--- src/rtl/axi_signal_writer_pkg.sv ---
// Shared types for axi_signal_writer: FSM state encoding and FIFO pointer sizing.
// The READ/READ_RESP states exist only when AXI_SIGNAL_WRITER_READBACK_EN is defined.
`ifndef AXI_DATA_WIDTH
`define AXI_DATA_WIDTH 32
`endif
`ifndef RESP_OKAY
`define RESP_OKAY 2'b00
`endif

package axi_signal_writer_pkg;

    typedef enum logic [2:0] {
        ST_IDLE,
        ST_WRITE,
        ST_WRITE_RESP
`ifdef AXI_SIGNAL_WRITER_READBACK_EN
        ,
        ST_READ,
        ST_READ_RESP
`endif
    } state_t;

    // One extra MSB so full and empty are distinguishable with equal indices.
    function automatic int fifo_ptr_w(input int depth);
        return $clog2(depth) + 1;
    endfunction

    localparam int DEPTH_DEFAULT = 4;
    localparam int FIFO_PTR_W    = fifo_ptr_w(DEPTH_DEFAULT);

endpackage

--- src/rtl/axi_signal_writer_if.sv ---
// AXI-lite bus bundle with master and slave views.
`ifndef AXI_DATA_WIDTH
`define AXI_DATA_WIDTH 32
`endif

interface if_axi_light;
    logic [31:0]                     awaddr;
    logic [2:0]                      awprot;
    logic                            awvalid;
    logic                            awready;
    logic [`AXI_DATA_WIDTH-1:0]      wdata;
    logic [`AXI_DATA_WIDTH/8-1:0]    wstrb;
    logic                            wvalid;
    logic                            wready;
    logic [1:0]                      bresp;
    logic                            bvalid;
    logic                            bready;
    logic [31:0]                     araddr;
    logic [2:0]                      arprot;
    logic                            arvalid;
    logic                            arready;
    logic [`AXI_DATA_WIDTH-1:0]      rdata;
    logic [1:0]                      rresp;
    logic                            rvalid;
    logic                            rready;

    modport master (
        output awaddr, awprot, awvalid, wdata, wstrb, wvalid, bready,
        output araddr, arprot, arvalid, rready,
        input  awready, wready, bresp, bvalid, arready, rdata, rresp, rvalid
    );

    modport slave (
        input  awaddr, awprot, awvalid, wdata, wstrb, wvalid, bready,
        input  araddr, arprot, arvalid, rready,
        output awready, wready, bresp, bvalid, arready, rdata, rresp, rvalid
    );
endinterface

--- src/rtl/axi_signal_writer_fifo.sv ---
// sync_fifo_sc: single-clock FIFO with full/empty flags and synchronous active-high reset.
// A push into a full FIFO is accepted only when a pop happens in the same cycle.
module sync_fifo_sc
    import axi_signal_writer_pkg::*;
#(
    parameter int WIDTH = 32,
    parameter int DEPTH = 4
) (
    input  logic             i_clk,
    input  logic             i_res,
    input  logic             i_push,
    input  logic [WIDTH-1:0] i_data,
    input  logic             i_pop,
    output logic [WIDTH-1:0] o_data,
    output logic             o_full,
    output logic             o_empty
);
    localparam int PW = fifo_ptr_w(DEPTH);
    localparam int IW = PW - 1;

    logic [PW-1:0]    r_wr_ptr;
    logic [PW-1:0]    r_rd_ptr;
    logic [WIDTH-1:0] r_mem [DEPTH];
    logic             w_do_push;
    logic             w_do_pop;

    assign o_empty   = (r_wr_ptr == r_rd_ptr);
    assign o_full    = (r_wr_ptr[PW-1] != r_rd_ptr[PW-1]) &&
                       (r_wr_ptr[IW-1:0] == r_rd_ptr[IW-1:0]);
    assign w_do_pop  = i_pop & ~o_empty;
    assign w_do_push = i_push & (~o_full | w_do_pop);
    assign o_data    = r_mem[r_rd_ptr[IW-1:0]];

    always_ff @(posedge i_clk) begin
        if (i_res) begin
            r_wr_ptr <= '0;
            r_rd_ptr <= '0;
        end else begin
            if (w_do_push) r_wr_ptr <= r_wr_ptr + PW'(1);
            if (w_do_pop)  r_rd_ptr <= r_rd_ptr + PW'(1);
        end
    end

    always_ff @(posedge i_clk) begin
        if (w_do_push) r_mem[r_wr_ptr[IW-1:0]] <= i_data;
    end
endmodule

--- src/rtl/axi_signal_writer.sv ---
// Turns local strobe+data pushes into AXI-lite writes to a fixed address, one per FIFO entry.
// AXI_SIGNAL_WRITER_READBACK_EN adds a read-back of each written word and an o_mismatch pulse.
`ifndef AXI_DATA_WIDTH
`define AXI_DATA_WIDTH 32
`endif
`ifndef RESP_OKAY
`define RESP_OKAY 2'b00
`endif

// state         | meaning
// ST_IDLE       | waiting for a queued word; pops head and raises awvalid/wvalid
// ST_WRITE      | address and data channels handshaking independently
// ST_WRITE_RESP | bready high, waiting for bvalid
// ST_READ       | (readback) arvalid high, waiting for arready
// ST_READ_RESP  | (readback) rready high, waiting for rvalid; compares rdata
module axi_signal_writer
    import axi_signal_writer_pkg::*;
#(
    parameter logic [31:0] ADDR_TARGET = 32'h00FF_FFFC,
    parameter int          DEPTH       = 4,
    parameter logic [2:0]  PROT        = 3'b000
) (
    input  logic                       i_clk,
    input  logic                       i_res,
    input  logic                       i_sig,
    input  logic [`AXI_DATA_WIDTH-1:0] i_data,
    output logic                       o_busy,
    output logic                       o_overflow,
    output logic                       o_err,
    if_axi_light.master                m_axi
`ifdef AXI_SIGNAL_WRITER_READBACK_EN
    ,
    output logic                       o_mismatch
`endif
);
    state_t                     r_state;
    logic [`AXI_DATA_WIDTH-1:0] r_word;
    logic                       r_awvalid;
    logic                       r_wvalid;
    logic                       r_bready;
    logic                       r_err;
    logic                       r_overflow;

    logic [`AXI_DATA_WIDTH-1:0] w_head;
    logic                       w_full;
    logic                       w_empty;
    logic                       w_pop;
    logic                       w_drop;
    logic                       w_aw_done;
    logic                       w_w_done;

    assign w_pop     = (r_state == ST_IDLE) & ~w_empty;
    assign w_drop    = i_sig & w_full & ~w_pop;
    assign w_aw_done = ~r_awvalid | m_axi.awready;
    assign w_w_done  = ~r_wvalid | m_axi.wready;

    sync_fifo_sc #(
        .WIDTH (`AXI_DATA_WIDTH),
        .DEPTH (DEPTH)
    ) u_fifo (
        .i_clk   (i_clk),
        .i_res   (i_res),
        .i_push  (i_sig),
        .i_data  (i_data),
        .i_pop   (w_pop),
        .o_data  (w_head),
        .o_full  (w_full),
        .o_empty (w_empty)
    );

    assign m_axi.awaddr  = ADDR_TARGET;
    assign m_axi.awprot  = PROT;
    assign m_axi.awvalid = r_awvalid;
    assign m_axi.wdata   = r_word;
    assign m_axi.wstrb   = '1;
    assign m_axi.wvalid  = r_wvalid;
    assign m_axi.bready  = r_bready;
    assign m_axi.araddr  = ADDR_TARGET;
    assign m_axi.arprot  = PROT;

    assign o_busy     = ~w_empty | (r_state != ST_IDLE);
    assign o_overflow = r_overflow;
    assign o_err      = r_err;

`ifdef AXI_SIGNAL_WRITER_READBACK_EN
    logic r_arvalid;
    logic r_rready;
    logic r_mismatch;

    assign m_axi.arvalid = r_arvalid;
    assign m_axi.rready  = r_rready;
    assign o_mismatch    = r_mismatch;
`else
    logic w_unused_rd;

    assign m_axi.arvalid = 1'b0;
    assign m_axi.rready  = 1'b0;
    assign w_unused_rd   = ^{m_axi.arready, m_axi.rvalid, m_axi.rdata, m_axi.rresp};
`endif

    always_ff @(posedge i_clk) begin
        if (i_res) begin
            r_state    <= ST_IDLE;
            r_word     <= '0;
            r_awvalid  <= 1'b0;
            r_wvalid   <= 1'b0;
            r_bready   <= 1'b0;
            r_err      <= 1'b0;
            r_overflow <= 1'b0;
`ifdef AXI_SIGNAL_WRITER_READBACK_EN
            r_arvalid  <= 1'b0;
            r_rready   <= 1'b0;
            r_mismatch <= 1'b0;
`endif
        end else begin
            r_err <= 1'b0;
`ifdef AXI_SIGNAL_WRITER_READBACK_EN
            r_mismatch <= 1'b0;
`endif
            if (w_drop) r_overflow <= 1'b1;

            case (r_state)
                ST_IDLE: begin
                    if (!w_empty) begin
                        r_word    <= w_head;
                        r_awvalid <= 1'b1;
                        r_wvalid  <= 1'b1;
                        r_state   <= ST_WRITE;
                    end
                end
                ST_WRITE: begin
                    if (r_awvalid && m_axi.awready) r_awvalid <= 1'b0;
                    if (r_wvalid && m_axi.wready)   r_wvalid  <= 1'b0;
                    if (w_aw_done && w_w_done) begin
                        r_bready <= 1'b1;
                        r_state  <= ST_WRITE_RESP;
                    end
                end
                ST_WRITE_RESP: begin
                    if (m_axi.bvalid) begin
                        r_bready <= 1'b0;
                        r_err    <= (m_axi.bresp != `RESP_OKAY);
`ifdef AXI_SIGNAL_WRITER_READBACK_EN
                        r_arvalid <= 1'b1;
                        r_state   <= ST_READ;
`else
                        r_state   <= ST_IDLE;
`endif
                    end
                end
`ifdef AXI_SIGNAL_WRITER_READBACK_EN
                ST_READ: begin
                    if (m_axi.arready) begin
                        r_arvalid <= 1'b0;
                        r_rready  <= 1'b1;
                        r_state   <= ST_READ_RESP;
                    end
                end
                ST_READ_RESP: begin
                    if (m_axi.rvalid) begin
                        r_rready   <= 1'b0;
                        r_mismatch <= (m_axi.rdata != r_word);
                        r_err      <= (m_axi.rresp != `RESP_OKAY);
                        r_state    <= ST_IDLE;
                    end
                end
`endif
                default: r_state <= ST_IDLE;
            endcase
        end
    end
endmodule
--- src/flat_wrapper.sv ---
// flat-port wrapper written by rule: the top's interface ports become plain ports
module axi_signal_writer_flat import axi_signal_writer_pkg::*;
#(
    parameter logic [31:0] ADDR_TARGET = 32'h00FF_FFFC,
    parameter int          DEPTH       = 4,
    parameter logic [2:0]  PROT        = 3'b000
)
  (i_clk, i_res, i_sig, i_data, o_busy, o_overflow, o_err, m_axi_awaddr, m_axi_awprot, m_axi_awvalid, m_axi_wdata, m_axi_wstrb, m_axi_wvalid, m_axi_bready, m_axi_araddr, m_axi_arprot, m_axi_arvalid, m_axi_rready, m_axi_awready, m_axi_wready, m_axi_bresp, m_axi_bvalid, m_axi_arready, m_axi_rdata, m_axi_rresp, m_axi_rvalid);
  if_axi_light m_axi_i ();
  input  logic i_clk;
  input  logic i_res;
  input  logic i_sig;
  input  logic [`AXI_DATA_WIDTH-1:0] i_data;
  output logic o_busy;
  output logic o_overflow;
  output logic o_err;
  output wire logic [$bits(m_axi_i.awaddr)-1:0] m_axi_awaddr;
  output wire logic [$bits(m_axi_i.awprot)-1:0] m_axi_awprot;
  output wire logic [$bits(m_axi_i.awvalid)-1:0] m_axi_awvalid;
  output wire logic [$bits(m_axi_i.wdata)-1:0] m_axi_wdata;
  output wire logic [$bits(m_axi_i.wstrb)-1:0] m_axi_wstrb;
  output wire logic [$bits(m_axi_i.wvalid)-1:0] m_axi_wvalid;
  output wire logic [$bits(m_axi_i.bready)-1:0] m_axi_bready;
  output wire logic [$bits(m_axi_i.araddr)-1:0] m_axi_araddr;
  output wire logic [$bits(m_axi_i.arprot)-1:0] m_axi_arprot;
  output wire logic [$bits(m_axi_i.arvalid)-1:0] m_axi_arvalid;
  output wire logic [$bits(m_axi_i.rready)-1:0] m_axi_rready;
  input wire logic [$bits(m_axi_i.awready)-1:0] m_axi_awready;
  input wire logic [$bits(m_axi_i.wready)-1:0] m_axi_wready;
  input wire logic [$bits(m_axi_i.bresp)-1:0] m_axi_bresp;
  input wire logic [$bits(m_axi_i.bvalid)-1:0] m_axi_bvalid;
  input wire logic [$bits(m_axi_i.arready)-1:0] m_axi_arready;
  input wire logic [$bits(m_axi_i.rdata)-1:0] m_axi_rdata;
  input wire logic [$bits(m_axi_i.rresp)-1:0] m_axi_rresp;
  input wire logic [$bits(m_axi_i.rvalid)-1:0] m_axi_rvalid;
  assign m_axi_awaddr = m_axi_i.awaddr;
  assign m_axi_awprot = m_axi_i.awprot;
  assign m_axi_awvalid = m_axi_i.awvalid;
  assign m_axi_wdata = m_axi_i.wdata;
  assign m_axi_wstrb = m_axi_i.wstrb;
  assign m_axi_wvalid = m_axi_i.wvalid;
  assign m_axi_bready = m_axi_i.bready;
  assign m_axi_araddr = m_axi_i.araddr;
  assign m_axi_arprot = m_axi_i.arprot;
  assign m_axi_arvalid = m_axi_i.arvalid;
  assign m_axi_rready = m_axi_i.rready;
  assign m_axi_i.awready = m_axi_awready;
  assign m_axi_i.wready = m_axi_wready;
  assign m_axi_i.bresp = m_axi_bresp;
  assign m_axi_i.bvalid = m_axi_bvalid;
  assign m_axi_i.arready = m_axi_arready;
  assign m_axi_i.rdata = m_axi_rdata;
  assign m_axi_i.rresp = m_axi_rresp;
  assign m_axi_i.rvalid = m_axi_rvalid;
  axi_signal_writer #(.ADDR_TARGET(ADDR_TARGET), .DEPTH(DEPTH), .PROT(PROT)) u_core (.i_clk(i_clk), .i_res(i_res), .i_sig(i_sig), .i_data(i_data), .o_busy(o_busy), .o_overflow(o_overflow), .o_err(o_err), .m_axi(m_axi_i));
endmodule
--- config.mk ---
export PLATFORM = sky130hd
export DESIGN_NAME = axi_signal_writer_flat
export DESIGN_NICKNAME = d
export VERILOG_FILES = /design/src/rtl/axi_signal_writer_pkg.sv /design/src/rtl/axi_signal_writer_if.sv /design/src/rtl/axi_signal_writer_fifo.sv /design/src/rtl/axi_signal_writer.sv /design/src/flat_wrapper.sv
export SDC_FILE = /design/constraint.sdc
export NUM_CORES = 1
export LEC_CHECK = 0
export CAP_MARGIN = 20
export CORE_MARGIN = 2
export CORE_UTILIZATION = 48
export DETAILED_ROUTE_END_ITERATION = 6
export PLACE_DENSITY = 0.8
export SYNTH_ARGS = -nofsm -noshare
export SYNTH_HDL_FRONTEND = slang
export SYNTH_SLANG_ARGS = --single-unit
--- constraint.sdc ---
create_clock -name i_clk -period 4.1 [get_ports i_clk]
set_input_delay 0.615 -clock i_clk [delete_from_list [all_inputs] [get_ports i_clk]]
set_output_delay 0.615 -clock i_clk [all_outputs]
set_load 0.02 [all_outputs]
==> run_results.csv <==
group,metric,value,unit
timing,period_share,0.674,
global_routing,grt_max_degree,46,
critical_path,critPathMaxStageDelay,0.54,ns
placement,dp_cells,668,
critical_path,crit_chain,"xnor2_2, nand3_1, or2_2, clkdlybuf4s50_1",
detailed_routing,dr.pass1.iters,4,
run_status,status,"complete, no violations",
synthesis,ys_seq_elements,173,
finish,final_cell_mix,"edfxtp_1 (128), conb_1 (76), clkdlybuf4s50_1 (76), nor2_1 (44), dfxtp_1 (43)",
clock_network,ctsHoldBuffers,0,
timing,maxSlewViolCount,0,
finish,fillers,1097,
timing,fin_skew,0.00598,ns
timing,max_freq,362,MHz
detailed_routing,wl_per_cell,17.3,um
critical_path,cp_max_fo,5,
critical_path,cpMaxStageDelayCell,"clkdlybuf4s50_1",
finish,final_core_util,0.571,
critical_path,path_delay_family,"buffers and inverters",
power,p_total,5.42,mW
synthesis,ys_async_sr_fraction,0,
global_routing,antenna_found_initial,0,
synthesis,synth_cell_types,33,
synthesis,yosysWarnings,0,
finish,diodes,0,
placement,finalWeightedCongestion,0.709,
timing,setup_viol,0,
clock_network,root_buffer,"clkbuf_16",
synthesis,synth_area_leaders,"edfxtp_1 (55%), dfxtp_1 (13%), mux4_2 (10%)",
synthesis,yosysTopAreaCell,"edfxtp_1",
synthesis,netlist_instances,422,
finish,final_cells,700,
clock_network,numCtsBuffers,17,
global_routing,grt-ovfl-total,0,
floorplanning,start_util,0.488,
floorplanning,die_x,125,um
timing,postLayoutSetupSlackWorst,1.34,ns
global_routing,grt_pass1_vias,3539,
floorplanning,rows,44,
run,max_cap_violations,0,
detailed_routing,wl,12.1,mm
finish,syn2layout_area_growth,17.1,%
synthesis,ys.flop_type,"edfxtp_1",
clock_network,worstSkewPairLatency,0.42,ns
placement,place_area,7670,sq um
finish,nets,584,
placement,port_buffers,77,
floorplanning,ios,190,
clock_network,cts_resized,0,
placement,place_ws,1.36,ns
critical_path,path_class,"register to output port",
clock_network,htree_levels,4,
clock_network,cts_setup_buffers,0,
power,pwr_density_cell,658,nW/um^2
clock_network,cts_tree,"yes",
detailed_routing,drt-initial-drc-count,143,
hold_path,hold_class,"register to register",
timing,hold_violations,0,
global_routing,grt_pass1_wl,19.1,mm
detailed_routing,drc_errors,0,
clock_network,clk_pin_slew,0.06,ns
detailed_routing,vias,3450,
timing,rsz0062_at_grt,"false",
detailed_routing,viasPerCell,4.93,
finish,layout-drive-gt1-share,0.149,
placement,dp_hpwl,6.95,mm
timing,tightestPinTransition,1.01,ns
finish,stdcell_area,8240,sq um
clock_network,clockBufferDepth,2,
finish,final_common_cell,"edfxtp_1",
critical_path,end_kind,"output port",
timing,layout_min_cycle_time,2.76,ns
synthesis,yosysSeqAreaShare,0.675,
synthesis,yosysTopAreaCellShare,0.547,
power,peakVddDrop,0.334,mV
synthesis,synth-edff-count,128,
critical_path,start_kind,"register",
timing,slew_headroom,0.325,
critical_path,path_buf_inv,1,
global_routing,grtUsageTotal,0.163,
timing,hold_slack,0.480,ns
synthesis,synth_area_per_cell,16.7,sq um
floorplanning,dieArea,15600,sq um
power,p_leak,2.91,nW
clock_network,cts_sinks,173,
floorplanning,fp.dieH,125,um
floorplanning,core,14400,sq um
timing,setup_tns,0,ns
detailed_routing,ant_nets,0,
critical_path,worst_ep_required_time,3.48,ns
critical_path,arrival,2.15,ns
synthesis,synthesis.area,7030,sq um
==> synthesized netlist by cell type (2+ instances only) <==
cell / number
a21oi_1: 2
a31oi_1: 2
a41oi_1: 2
and2_1: 4
buf_12: 2
buf_2: 3
buf_4: 78
buf_6: 2
clkbuf_1: 8
conb_1: 2
dfxtp_1: 45
edfxtp_1: 128
ha_1: 5
inv_1: 6
mux2i_1: 35
mux4_2: 32
nand2_1: 2
nor2_1: 44
nor4_1: 2
xnor2_1: 4
xnor2_2: 2
==> flip-flops by register name, indices dropped and copies added (netlist names) <==
name / count
u_core.m_axi.awvalid: 1
u_core.m_axi.bready: 1
u_core.m_axi.wdata: 32
u_core.m_axi.wvalid: 1
u_core.o_err: 1
u_core.o_overflow: 1
u_core.r_state: 2
u_core.u_fifo.r_mem: 128
u_core.u_fifo.r_rd_ptr: 3
u_core.u_fifo.r_wr_ptr: 3
==> metal layers <==
| layer | track usage | wire length [um] | up-vias |
|---|---|---|---|
| met5 | 0 | 0 | - |
| met4 | 0.0621 | 118 | 0 |
| met3 | 0.0488 | 849 | 12 |
| met2 | 0.281 | 6160 | 161 |
| met1 | 0.195 | 5000 | 1711 |
| li1 | - | - | 1566 |
==> power by group <==
part / internal, mW / total, mW / switching (mW)
Clock: 0.898 / 1.55 / 0.650
Sequential: 2.12 / 2.25 / 0.127
Combinational: 0.768 / 1.63 / 0.861
==> path summary, 6_finish.rpt <==
kind	from	endpoint	slack, ns	cells past startpoint
max	u_core.u_fifo.r_wr_ptr[0]$_SDFFE_PP0P_	o_busy	1.34	4
min	u_core.o_overflow$_SDFFE_PP0P_	u_core.o_overflow$_SDFFE_PP0P_	0.48	2
max reg2reg	u_core.r_state[0]$_SDFFE_PP0P_	u_core.u_fifo.r_mem[2][21]$_DFFE_PP_	1.82	3
min reg2reg	u_core.o_overflow$_SDFFE_PP0P_	u_core.o_overflow$_SDFFE_PP0P_	0.48	2
==> kinds of logic after synthesis <==
| logic type | Yosys count | share of synthesized area |
|---|---|---|
| AOI/OAI and AO/OA | 12 | 0.0162 |
| xor gates and xnor gates | 7 | 0.0109 |
| and+or+nand+nor | 57 | 0.0343 |
| buffers and inverters | 99 | 0.102 |
| adders and majority gates | 5 | 0.00890 |
| other | 2 | 0.00107 |
| DFF | 173 | 0.675 |
| muxes | 67 | 0.152 |
==> tightest hold or removal path: stages (launching register included) <==
cell and delay [ns]:
dfxtp_1 0.33, a41oi_1 0.05, nor2_1 0.07
==> cell type report <==
cell class,count,area [sq um],area share
Sequential cell,173,4750,0.576
Clock buffer,18,429,0.0521
Timing Repair Buffer,81,796,0.0966
Multi-Input combinational cell,224,1870,0.227
Inverter,6,22.5,0.00273
Clock inverter,14,141,0.0172
Tap cell,184,230,0.0279
(Power assumes the default switching activity.)
